File: config.mk
export PLATFORM = sky130hd
export DESIGN_NAME = collectible_bank
export DESIGN_NICKNAME = d
export VERILOG_FILES = /design/src/rtl/game_pkg.sv /design/src/rtl/item_hit_cmp.sv /design/src/rtl/collectible_bank.sv
export SDC_FILE = /design/constraint.sdc
export NUM_CORES = 1
export LEC_CHECK = 0
export CAP_MARGIN = 30
export CELL_PAD_IN_SITES_DETAIL_PLACEMENT = 1
export CELL_PAD_IN_SITES_GLOBAL_PLACEMENT = 2
export CORE_AREA = 3 3 86 88
export CTS_CLUSTER_SIZE = 20
export DETAILED_ROUTE_END_ITERATION = 10
export DIE_AREA = 0 0 89 91
export GPL_ROUTABILITY_DRIVEN = 0
export PLACE_DENSITY = 0.84
export SYNTH_ARGS = -nofsm -noshare
export SYNTH_HDL_FRONTEND = slang
export SYNTH_SLANG_ARGS = --single-unit
File: constraint.sdc
create_clock -name sys_clk -period 6.15 [get_ports sys_clk]
set_input_delay 0.615 -clock sys_clk [delete_from_list [all_inputs] [get_ports sys_clk]]
set_output_delay 0.615 -clock sys_clk [all_outputs]
set_load 0.005 [all_outputs]
File: src/rtl/game_pkg.sv
// Shared game-calc constants: index-width helper, default box sizes and the
// level-1 star layout.
package game_pkg;

    function automatic int ITEM_IDX_W(input int n);
        return (n <= 1) ? 1 : $clog2(n);
    endfunction

    localparam int DEF_ITEM_W = 12;
    localparam int DEF_CHAR_W = 12;

    // Item i lives at bits [10*i +: 10], so item 0 is the rightmost field.
    localparam int L1_N_ITEMS = 4;
    localparam logic [10*L1_N_ITEMS-1:0] L1_POS_X = {10'd300, 10'd200, 10'd100, 10'd912};
    localparam logic [10*L1_N_ITEMS-1:0] L1_POS_Y = {10'd50, 10'd50, 10'd50, 10'd326};

endpackage

File: src/rtl/item_hit_cmp.sv
// Square bounding-box overlap test between box a and box b, inclusive bounds,
// evaluated 11 bits wide so right/bottom edges never wrap.
module item_hit_cmp (
    input  logic [9:0] ax,
    input  logic [9:0] ay,
    input  logic [9:0] aw,
    input  logic [9:0] bx,
    input  logic [9:0] by,
    input  logic [9:0] bw,
    output logic       hit
);

    logic x_ovl;
    logic y_ovl;

    assign x_ovl = ({1'b0, ax} <= ({1'b0, bx} + {1'b0, bw})) &&
                   (({1'b0, ax} + {1'b0, aw}) >= {1'b0, bx});
    assign y_ovl = ({1'b0, ay} <= ({1'b0, by} + {1'b0, bw})) &&
                   (({1'b0, ay} + {1'b0, aw}) >= {1'b0, by});
    assign hit   = x_ovl && y_ovl;

endmodule

File: src/rtl/collectible_bank.sv
// Bank of static collectibles: round-robin overlap scan, collected-state
// latch, touch pulse, saturating score and optional timed respawn.
module collectible_bank
    import game_pkg::*;
#(
    parameter int N_ITEMS = 8,
    parameter int ITEM_W = DEF_ITEM_W,
    parameter int CHAR_W = DEF_CHAR_W,
    parameter logic [10*N_ITEMS-1:0] POS_X = {N_ITEMS{10'd0}},
    parameter logic [10*N_ITEMS-1:0] POS_Y = {N_ITEMS{10'd0}},
    parameter int SCORE_W = 8,
    parameter int RESPAWN = 0,
    parameter int RESPAWN_CYCLES = 1000,
    localparam int IW = ITEM_IDX_W(N_ITEMS)
) (
    input  logic               sys_clk,
    input  logic               RST_N,
    input  logic               restart,
    input  logic [9:0]         char_X,
    input  logic [9:0]         char_Y,
    input  logic [9:0]         bg_pos,
    input  logic [IW-1:0]      rd_idx,
    output logic [9:0]         item_x,
    output logic [9:0]         item_y,
    output logic               item_en,
    output logic [N_ITEMS-1:0] en_mask,
    output logic               touch,
    output logic [IW-1:0]      touch_idx,
    output logic [SCORE_W-1:0] score,
    output logic               all_collected
);

    logic [IW-1:0]      scan_idx;
    logic [N_ITEMS-1:0] scan_sel;
    logic [9:0]         scan_x;
    logic [9:0]         scan_y;
    logic               scan_en;
    logic               scan_hit;
    logic               collect;
    logic [N_ITEMS-1:0] collect_vec;
    logic [N_ITEMS-1:0] respawn_set;

    always_comb begin
        scan_sel = '0;
        scan_x   = '0;
        scan_y   = '0;
        scan_en  = 1'b0;
        for (int i = 0; i < N_ITEMS; i++) begin
            if (scan_idx == IW'(i)) begin
                scan_sel[i] = 1'b1;
                scan_x      = POS_X[10*i +: 10];
                scan_y      = POS_Y[10*i +: 10];
                scan_en     = en_mask[i];
            end
        end
    end

    item_hit_cmp u_hit (
        .ax  (char_X),
        .ay  (char_Y),
        .aw  (10'(CHAR_W)),
        .bx  (scan_x),
        .by  (scan_y),
        .bw  (10'(ITEM_W)),
        .hit (scan_hit)
    );

    // Restart suppresses any collection evaluated in the same cycle.
    assign collect     = scan_en && scan_hit && !restart;
    assign collect_vec = scan_sel & {N_ITEMS{collect}};

    always_ff @(posedge sys_clk or negedge RST_N) begin
        if (!RST_N) begin
            scan_idx  <= '0;
            en_mask   <= '1;
            touch     <= 1'b0;
            touch_idx <= '0;
            score     <= '0;
        end else if (restart) begin
            scan_idx  <= '0;
            en_mask   <= '1;
            touch     <= 1'b0;
            touch_idx <= '0;
            score     <= '0;
        end else begin
            scan_idx <= (int'(scan_idx) == N_ITEMS - 1) ? '0 : scan_idx + 1'b1;
            touch    <= collect;
            en_mask  <= (en_mask | respawn_set) & ~collect_vec;
            if (collect) begin
                touch_idx <= scan_idx;
            end
            if (collect && (score != '1)) begin
                score <= score + 1'b1;
            end
        end
    end

    generate
        if (RESPAWN != 0) begin : g_respawn
            localparam int RCW = $clog2(RESPAWN_CYCLES + 1);
            for (genvar g = 0; g < N_ITEMS; g++) begin : g_item
                logic [RCW-1:0] rsp_cnt;
                always_ff @(posedge sys_clk or negedge RST_N) begin
                    if (!RST_N) begin
                        rsp_cnt <= '0;
                    end else if (restart) begin
                        rsp_cnt <= '0;
                    end else if (collect_vec[g]) begin
                        rsp_cnt <= RCW'(RESPAWN_CYCLES);
                    end else if (rsp_cnt != '0) begin
                        rsp_cnt <= rsp_cnt - 1'b1;
                    end
                end
                // Terminal count: the 1 -> 0 step re-enables the item.
                assign respawn_set[g] = (rsp_cnt == RCW'(1));
            end
        end else begin : g_no_respawn
            assign respawn_set = '0;
        end
    endgenerate

    always_comb begin
        item_x  = '0;
        item_y  = '0;
        item_en = 1'b0;
        for (int i = 0; i < N_ITEMS; i++) begin
            if (rd_idx == IW'(i)) begin
                item_x  = POS_X[10*i +: 10] - bg_pos;
                item_y  = POS_Y[10*i +: 10];
                item_en = en_mask[i];
            end
        end
    end

    assign all_collected = (en_mask == '0);

endmodule

# Word level (Yosys, flattened, before mapping)
# Cells that the tools add are included.
dict set report classes {
  magnitude_cmp 4
  addsub 5
  bitwise_logic 3
  reduce_logical 12
  n_mux 40
  n_eq_ne 16
}
# cell n
set ops {}
lappend ops {{10-bit two-way mux} 8}
lappend ops {{1-bit two-way mux} 25}
lappend ops {{3-bit == test, second input constant} 8}
lappend ops {{8-bit two-way mux} 3}
lappend ops {{10-bit by 4-bit adder with 11-bit output, second input constant} 2}
lappend ops {{11-bit by 1-bit >= comparator with 1-bit output, second input constant} 2}
lappend ops {{10-bit by 4-bit less-or-equal comparator with 1-bit output, second input constant} 2}
lappend ops {{8-bit bitwise AND} 2}
lappend ops {{3-bit by 2-bit == test with 1-bit output, second input constant} 4}
lappend ops {{3-bit two-way mux} 4}
lappend ops {{1-bit by 10-bit subtractor with 10-bit output, first input constant} 1}
lappend ops {{3-bit by 1-bit == test with 1-bit output, second input constant} 3}
lappend ops {{8-bit by 1-bit adder with 8-bit output, second input constant} 1}
lappend ops {{8-bit zero test} 1}
lappend ops {{8-bit != test, second input constant} 1}
lappend ops {{8-bit inverter} 1}
lappend ops {{1-bit logical AND} 6}
lappend ops {{3-bit zero test} 2}
lappend ops {{2-bit nonzero test} 2}
lappend ops {{3-bit by 1-bit adder with 3-bit output, second input constant} 1}
lappend ops {{1-bit zero test} 1}
dict set report totals {
  register_bits 23
  word_cells 85
  inputBits 36
  output_inout_bits 42
}

# Logic depth before layout (Yosys ltp)
# Gate-level depths: netlist of the first run.
dict set report depth {
  ltp_word 15
  ltp_mapped 8
  mapped_depth_nobuf 7
}

# By module
# From an unflattened synthesis of the first run, not the netlist that was laid out.
dict set report hier_totals {
  cells_unflattened 500
  hier_area_um2 4127.7
}
# mod n_inst seq_area_each_um2 area_per_inst_um2 cells_each
set by_module_without_submodules {}
lappend by_module_without_submodules {item_hit_cmp 1 0.0 2518.7 325}
lappend by_module_without_submodules {collectible_bank 1 585.6 1609.0 175}

# Worst setup path after synthesis of the first run
# No wires, ideal clock.
dict set report synth_path {
  kind {input -> output}
  startpoint {in bg_pos[5]}
  endpoint {out item_x[9]}
  n_path_buf 0
  setup_slack_ns 3.940
  required_time_ns 5.535
  arrival_ns 1.595
  cell_stages 4
  path_cell_list {or4_1 > nor3_1 > nand2_1 > xor2_1}
}
dict set report synth_via {
  elab_chain_cells 9
}
# element line_no
set synth_lines {}
lappend synth_lines {{start, declared} collectible_bank.sv:21} ;# input logic [9:0] bg_pos,
lappend synth_lines {{1-bit by 10-bit subtractor with 10-bit output *} collectible_bank.sv:128} ;# item_x = POS_X[10*i +: 10] - bg_pos;
lappend synth_lines {{10-bit two-way mux (7 in a row)} collectible_bank.sv:127} ;# if (rd_idx == IW'(i)) begin
lappend synth_lines {{10-bit two-way mux *} collectible_bank.sv:127}
lappend synth_lines {{end, declared} collectible_bank.sv:23} ;# output logic [9:0] item_x,
# Mark *: on every way between the ends. The rest lies on a longest branch, timed or not.

# Final worst setup path of the first run
dict set report layout_path {
  startpoint {in bg_pos[4]}
  endpoint {out item_x[8]}
}
# Same word-level chain as after synthesis.

==> key figures, run 1 <==
Timing
  – Worst slew margin: 36.6%
  – Hold Fails Final Rpt: 0
  – Min cycle time layout: 3.21 ns
  – Count of pins over their slew limit: 0
  – Worst Skew: 0.00215 ns
  – Least-Margin Pin Slew: 0.947 ns
  – Setup TNS: 0 ns
  – Fmax: ~310 MHz
  – RSZ-0062 raised after global routing: no
  – Final period utilization: roughly 52%
  – Final Setup Violations: 0
  – Final hold slack: between 0.5 and 0.6 ns

Clock tree
  – Clk root buf: clkbuf_8
  – Longest Clk Path Bufs: 2
  – H-tree depth: 1
  – CTS Sinks: 23
  – Postcts setup bufs: 0
  – Clock Latency Late Sink: between 0.2 and 0.3 ns
  – # hold bufs at CTS: 0
  – CTS Buf Count: 3
  – CTS tree: built
  – Post-CTS sizing: 0
  – Clk slew on worst S/H paths: around 0.090 ns

Route
  – WL final: roughly 5000 µm
  – Vias: about 1600
  – Wire length per cell: 15.3 µm
  – Post-DR vias/cell: between 4 and 5
  – DRT antenna net count: 0
  – Post-route DRC: 0
  – Initial DRC count: 110
  – First drt pass iteration count: 4

Critical path
  – CP Class: primary input to output port
  – Setup crit end: item_x[8]
  – Largest fanout on the critical path: 3
  – Reg2Reg Depth: 7
  – Worst Path Arrival: 2.59 ns
  – Worst R2R Setup Slack: between 3 and 4 ns
  – CP endpoint kind: output port
  – Crit start category: primary input
  – CP required: roughly 5.5 ns
  – Worst Setup SP: bg_pos[4]
  – Crit Reg-Reg Endpoint: score[2]
  – Worst R2R Start: scan_idx[0]

Synth
  – Synth area leaders: dfrtp_1, dfstp_2, ha_1, buf_4, nor2_1
  – Post-Synth Simple-Gate Area: around a quarter
  – Post-synthesis sequential area ratio: 36.3%
  – Post-Synth XOR/XNOR Area: under 10%
  – Mapped Cells: between 150 and 200
  – Post-synthesis adder-cell area fraction: under 10%
  – Number of synthesized flops with an enable pin: 0
  – Async S/R FF share, synth: 100%
  – FF+latch count, synth: 23
  – Post-synth top area cell: dfrtp_1
  – Combinational family with the most area after synthesis: simple AND/OR/NAND/NOR gates
  – Multiplexer share of the synthesized area: ~4.4%
  – Yosys warning count: 0
  – Distinct cells, synth: between 40 and 50
  – Area of the mapped netlist: 1610 µm²
  – Share of the synthesized area in the top cell type: 23.3%
  – Compound-Gate Fraction of Synth Area: roughly 15%
  – Primary FF master, synth: dfrtp_1
  – Mean Syn Cell Area: between 9 and 10 µm²

GRT
  – Antenna violations before repair: 0
  – Pin count of the biggest net entering global routing: 26
  – Vias in the first global route: 1649
  – Total GRT Usage: 12.4%
  – First-pass GRT wire length: ~8000 µm
  – Grt ovf: 0

Die
  – Initial Util: 24.0%
  – Row count: 30
  – Die Area: between 8000 and 9000 µm²
  – Die W: 89 µm
  – Die Y-Extent: a little over 90 µm
  – Core area: between 6000 and 7000 µm²
  – I/O Pins: 78

Cells and area
  – Inserted Diodes: 0
  – Area Growth Syn to Fin: 46.1%
  – Commonest non-fill, non-tap cell in the layout: clkdlybuf4s50_1
  – Number of fill cells: approximately 790
  – Fraction of layout cells with a size suffix above 1: 8.75%
  – Commonest cells after routing, fill and taps aside: clkdlybuf4s50_1, nor2_1, dfrtp_1
  – Final #Nets: around 290
  – Final core occ: 35.1%

Power
  – Power Dens Cells: between 100 and 150 nW/µm²
  – Lkg Pwr: 0.884 nW
  – IR drop worst, VDD: around 0.067 mV

Run
  – MaxCap Viol Count: 0

Hold path
  – HP Class: register to register

Placement
  – DP Wirelength: 3800 µm
  – PortBufs: between 60 and 70

Run status
  – Status: finished clean
[cells in the mapped netlist (all sizes together) (2+ instances only)]
cell type,count
nor2,17
dfrtp,15
buf,13
a21oi,9
a31oi,9
inv,9
nand2,9
nand3,9
dfstp,8
ha,8
o21ai,8
nor3,6
clkbuf,5
xnor2,5
nand4,4
or3,4
or4,4
and3,3
nor4,3
xor2,3
a311oi,2
a41oi,2
and4,2
mux2,2
mux4,2
nor2b,2
o211ai,2
[layout make-up]
| type | instances | area [µm²] | area share, % |
|---|---|---|---|
| inverters | 9 | 33.8 | 1.43 |
| clock inverters | 1 | 5.00 | 0.212 |
| repair buffers | 68 | 678 | 28.8 |
| flip-flops and latches | 23 | 586 | 24.9 |
| clock buffers | 3 | 41.3 | 1.75 |
| well taps | 80 | 100 | 4.25 |
| multi-input cells | 136 | 912 | 38.7 |
[cells by family after synthesis]
family | Yosys count
xor gates and xnor gates | 8
AOI/OAI and AO/OA | 36
and+or+nand+nor | 70
other | 1
DFF | 23
muxes | 4
adders and majority gates | 8
buffers and inverters | 27
[sequential cells by signal (all words and copies together) (netlist names)]
| name | count |
|---|---|
| score | 8 |
| touch_idx | 3 |
| touch | 1 |
| scan_idx | 3 |
| en_mask | 8 |
[routing by layer]
layer,vias up,GRT usage [%],wire (µm)
li1,754,-,-
met1,754,16.0,2120
met2,73,20.9,2290
met3,5,2.18,422
met4,0,3.35,60
met5,-,0,0
[worst min path at each step]
stage	to	cells past startpoint	slack, ns	from
6_report	scan_idx[0]	1	0.53	scan_idx[0]
5_1_grt	en_mask[0]	2	0.55	en_mask[0]
4_1_cts	scan_idx[0]	1	0.54	scan_idx[0]
3_5_place_dp	scan_idx[0]	1	0.53	scan_idx[0]
3_3_place_gp	en_mask[0]	2	0.52	en_mask[0]
2_1_floorplan	scan_idx[0]	0	0.32	RST_N
[worst max-delay path, cell delays in order]
cell	delay (ns)
clkdlybuf4s50_1	0.45
or4_1	0.58
nor3_1	0.21
nand2_1	0.10
xor2_1	0.13
clkdlybuf4s50_1	0.51
[report_power, final]
| part | internal, mW | total [mW] | switching, mW |
|---|---|---|---|
| sequential | 0.153 | 0.155 | 0.00234 |
| combinational | 0.0407 | 0.0777 | 0.0370 |
| clock | 0.0454 | 0.0991 | 0.0537 |
| total | 0.239 | 0.332 | 0.0931 |
[stage by stage]
step	std cells	area (µm²)	setup WS, ns	power [mW]
2_1_floorplan	186	1650	3.94	0.195
3_3_place_gp	316	2310	2.95	0.236
3_5_place_dp	316	2310	2.93	0.237
4_1_cts	320	2360	2.93	0.337
5_1_grt	320	2360	2.77	0.352
6_report	320	2360	2.94	0.332
(Power assumes the default switching activity.)
==> run 2: changes to the inputs <==
--- a/config.mk
+++ b/config.mk
@@ -8,12 +8,12 @@
 export CAP_MARGIN = 30
 export CELL_PAD_IN_SITES_DETAIL_PLACEMENT = 1
 export CELL_PAD_IN_SITES_GLOBAL_PLACEMENT = 2
-export CORE_AREA = 3 3 86 88
+export CORE_AREA = 3 3 94 96
 export CTS_CLUSTER_SIZE = 20
 export DETAILED_ROUTE_END_ITERATION = 10
-export DIE_AREA = 0 0 89 91
+export DIE_AREA = 0 0 97 99
 export GPL_ROUTABILITY_DRIVEN = 0
-export PLACE_DENSITY = 0.84
+export PLACE_DENSITY = 0.75
 export SYNTH_ARGS = -nofsm -noshare
 export SYNTH_HDL_FRONTEND = slang
 export SYNTH_SLANG_ARGS = --single-unit
==> constraint.sdc (replaced) <==
create_clock -name sys_clk -period 2.6 [get_ports sys_clk]
set_input_delay 0.26 -clock sys_clk [delete_from_list [all_inputs] [get_ports sys_clk]]
set_output_delay 0.26 -clock sys_clk [all_outputs]
set_load 0.005 [all_outputs]
==> run 2 against run 1 <==
Via count increased by 1.8%. Cell area grew 3.5%. Critical path depth is the same. Routed wire length grew 5.7%. Count of clock-buffer cells in the layout increased by 1. Core utilization decreased by 5.1 points. Non-clock buffer count rose by 5. Final cell count rose by 9.4%. Critical endpoint is now item_x[9]. Largest power group unchanged. Highest routed layer unchanged.
==> key figures, run 2 (synthesized netlist as in run 1, its figures left out) <==
Run status
  – Status: finished clean

GRT
  – Grt ovf: 0 (unchanged)
  – Antenna violations before repair: 0 (unchanged)
  – Vias in the first global route: 1622 (-1.6%)
  – Pin count of the biggest net entering global routing: 24 (-7.7%)
  – Total GRT Usage: 10.4% (-2.0 points)
  – First-pass GRT wire length: 8310 µm (+3.3%)

Placement
  – Inst Count DP: 346 (+9.5%)
  – Worst slack, placed: 0.0262 ns (-2.91 ns)
  – DP Wirelength: 4070 µm (+7.0%)
  – PortBufs: 67 (unchanged)

Route
  – WL final: 5170 µm (+5.7%)
  – Post-route DRC: 0 (unchanged)
  – First drt pass iteration count: 4 (unchanged)
  – Post-DR vias/cell: 4.61 (-6.9%)
  – Initial DRC count: 70 (-36%)
  – Wire length per cell: 14.8 µm (-3.3%)
  – DRT antenna net count: 0 (unchanged)
  – Vias: 1615 (+1.8%)

Timing
  – Setup TNS: 0 ns (unchanged)
  – Hold Fails Final Rpt: 0 (unchanged)
  – Final period utilization: roughly 96%
  – Least-Margin Pin Slew: 0.561 ns (-0.386 ns)
  – Count of pins over their slew limit: 0 (unchanged)
  – Min cycle time layout: 2.49 ns
  – RSZ-0062 raised after global routing: no
  – Final worst setup slack: 0.108 ns (-2.83 ns)
  – Final Setup Violations: 0 (unchanged)
  – Final hold slack: 0.341 ns (-0.190 ns)
  – Worst Skew: 0.00360 ns (+0.00145 ns)
  – Worst slew margin: 62.5% (+26 points)
  – Fmax: 401 MHz

Power
  – Lkg Pwr: 0.909 nW (+2.9%)
  – IR drop worst, VDD: 0.187 mV (+180%)
  – Power Dens Cells: 329 nW/µm² (+130%)

Clock tree
  – Clk slew on worst S/H paths: 0.08 ns (about the same)
  – # hold bufs at CTS: 0 (unchanged)
  – CTS Buf Count: 3 (unchanged)
  – Longest Clk Path Bufs: 2 (unchanged)
  – Clock Latency Late Sink: 0.27 ns (about the same)
  – CTS Sinks: 23 (unchanged)
  – CTS tree: built
  – Clk root buf: clkbuf_8
  – H-tree depth: 1 (unchanged)

Cells and area
  – Finished Layout Cells: 350 (+9.4%)
  – Inserted Diodes: 0 (unchanged)
  – Commonest cells after routing, fill and taps aside: clkdlybuf4s50_1, nor2_1, dfrtp_1
  – Number of fill cells: 959 (+22%)
  – Final #Nets: 290 (+1.8%)
  – Commonest non-fill, non-tap cell in the layout: clkdlybuf4s50_1
  – Largest regs: en_mask x8, score x8
  – Area Growth Syn to Fin: 51.2%
  – Fraction of layout cells with a size suffix above 1: 11.4% (+2.7 points)

Die
  – I/O Pins: 78 (unchanged)
  – Die Y-Extent: 99 µm (+8.8%)
  – Die Area: 9600 µm² (+19%)
  – Initial Util: 19.8% (-4.2 points)
  – Row count: 33 (+10%)
  – Core area: 8130 µm² (+21%)
  – Die W: 97 µm (+9.0%)

Critical path
  – Worst Path Arrival: 2.23 ns (-0.36 ns)
  – CP required: 2.34 ns (-3.19 ns)
  – Crit start category: primary input
  – CP endpoint kind: output port
  – CP Class: primary input to output port
  – Largest fanout on the critical path: 3 (unchanged)

Hold path
  – HP Class: primary input to async pin

Run
  – MaxCap Viol Count: 0 (unchanged)
-- run 2: cell count changes in the layout (fill, tap and decap cells not counted), sizes merged --
cell,change
clkbuf,+1
clkinv,-1
buf,+5
-- run 2: metrics by stage --
step / util [%] / instance area [µm²] / power, mW
after floorplan: - / 1650 / 0.460
after global placement: 29.2 / 2380 / 0.575
after detailed placement: 29.2 / 2380 / 0.578
after CTS: 29.8 / 2420 / 0.815
after global routing: 30.0 / 2440 / 0.845
final: 30.0 / 2440 / 0.803
-- run 2: per-layer routing --
metal | vias up | GRT usage [%] | part of all wire, %
met5 | - | 0 | 0
met2 | 63 | 17.6 | 47
met3 | 5 | 2.41 | 6.6
li1 | 768 | - | -
met1 | 779 | 13.8 | 45
met4 | 0 | 1.62 | 0.64
-- run 2: power by group --
group | internal (mW) | switching [mW] | total (mW)
sequential | 0.362 | 0.00558 | 0.368
combinational | 0.109 | 0.0944 | 0.203
clock | 0.110 | 0.123 | 0.232
-- run 2: final cells by class --
| cell class | count | area (µm²) | share of cell area (%) |
|---|---|---|---|
| Multi-Input combinational cell | 136 | 927 | 38.0 |
| Sequential cell | 23 | 586 | 24.0 |
| Inverter | 9 | 33.8 | 1.39 |
| Tap cell | 105 | 131 | 5.39 |
| Timing Repair Buffer | 73 | 716 | 29.3 |
| Clock buffer | 4 | 45.0 | 1.85 |
-- run 2: worst max-delay path, stage by stage --
cell and delay [ns]:
clkdlybuf4s50_1 0.47, or4_4 0.58, nor3_2 0.18, nand2_1 0.09, xor2_1 0.13, clkdlybuf4s50_1 0.51
-- run 2: what timing repair did --
action                     in CTS  in global routing
setup endpoints to repair       0                  3
gates resized for setup         0                  3
setup buffers                   0                  0
-- run 2: worst paths after layout --
path / cells after the start / slack, ns / start / end
setup / recovery: 6 / 0.11 / bg_pos[4] / item_x[9]
hold / removal: 2 / 0.34 / RST_N / score[0]
setup reg to reg: 7 / 0.19 / scan_idx[0] / score[5]
hold reg to reg: 2 / 0.53 / en_mask[4] / en_mask[4]
max in group asynchronous: 2 / 1.96 / RST_N / en_mask[1]
min in group sys_clk: 2 / 0.53 / en_mask[4] / en_mask[4]
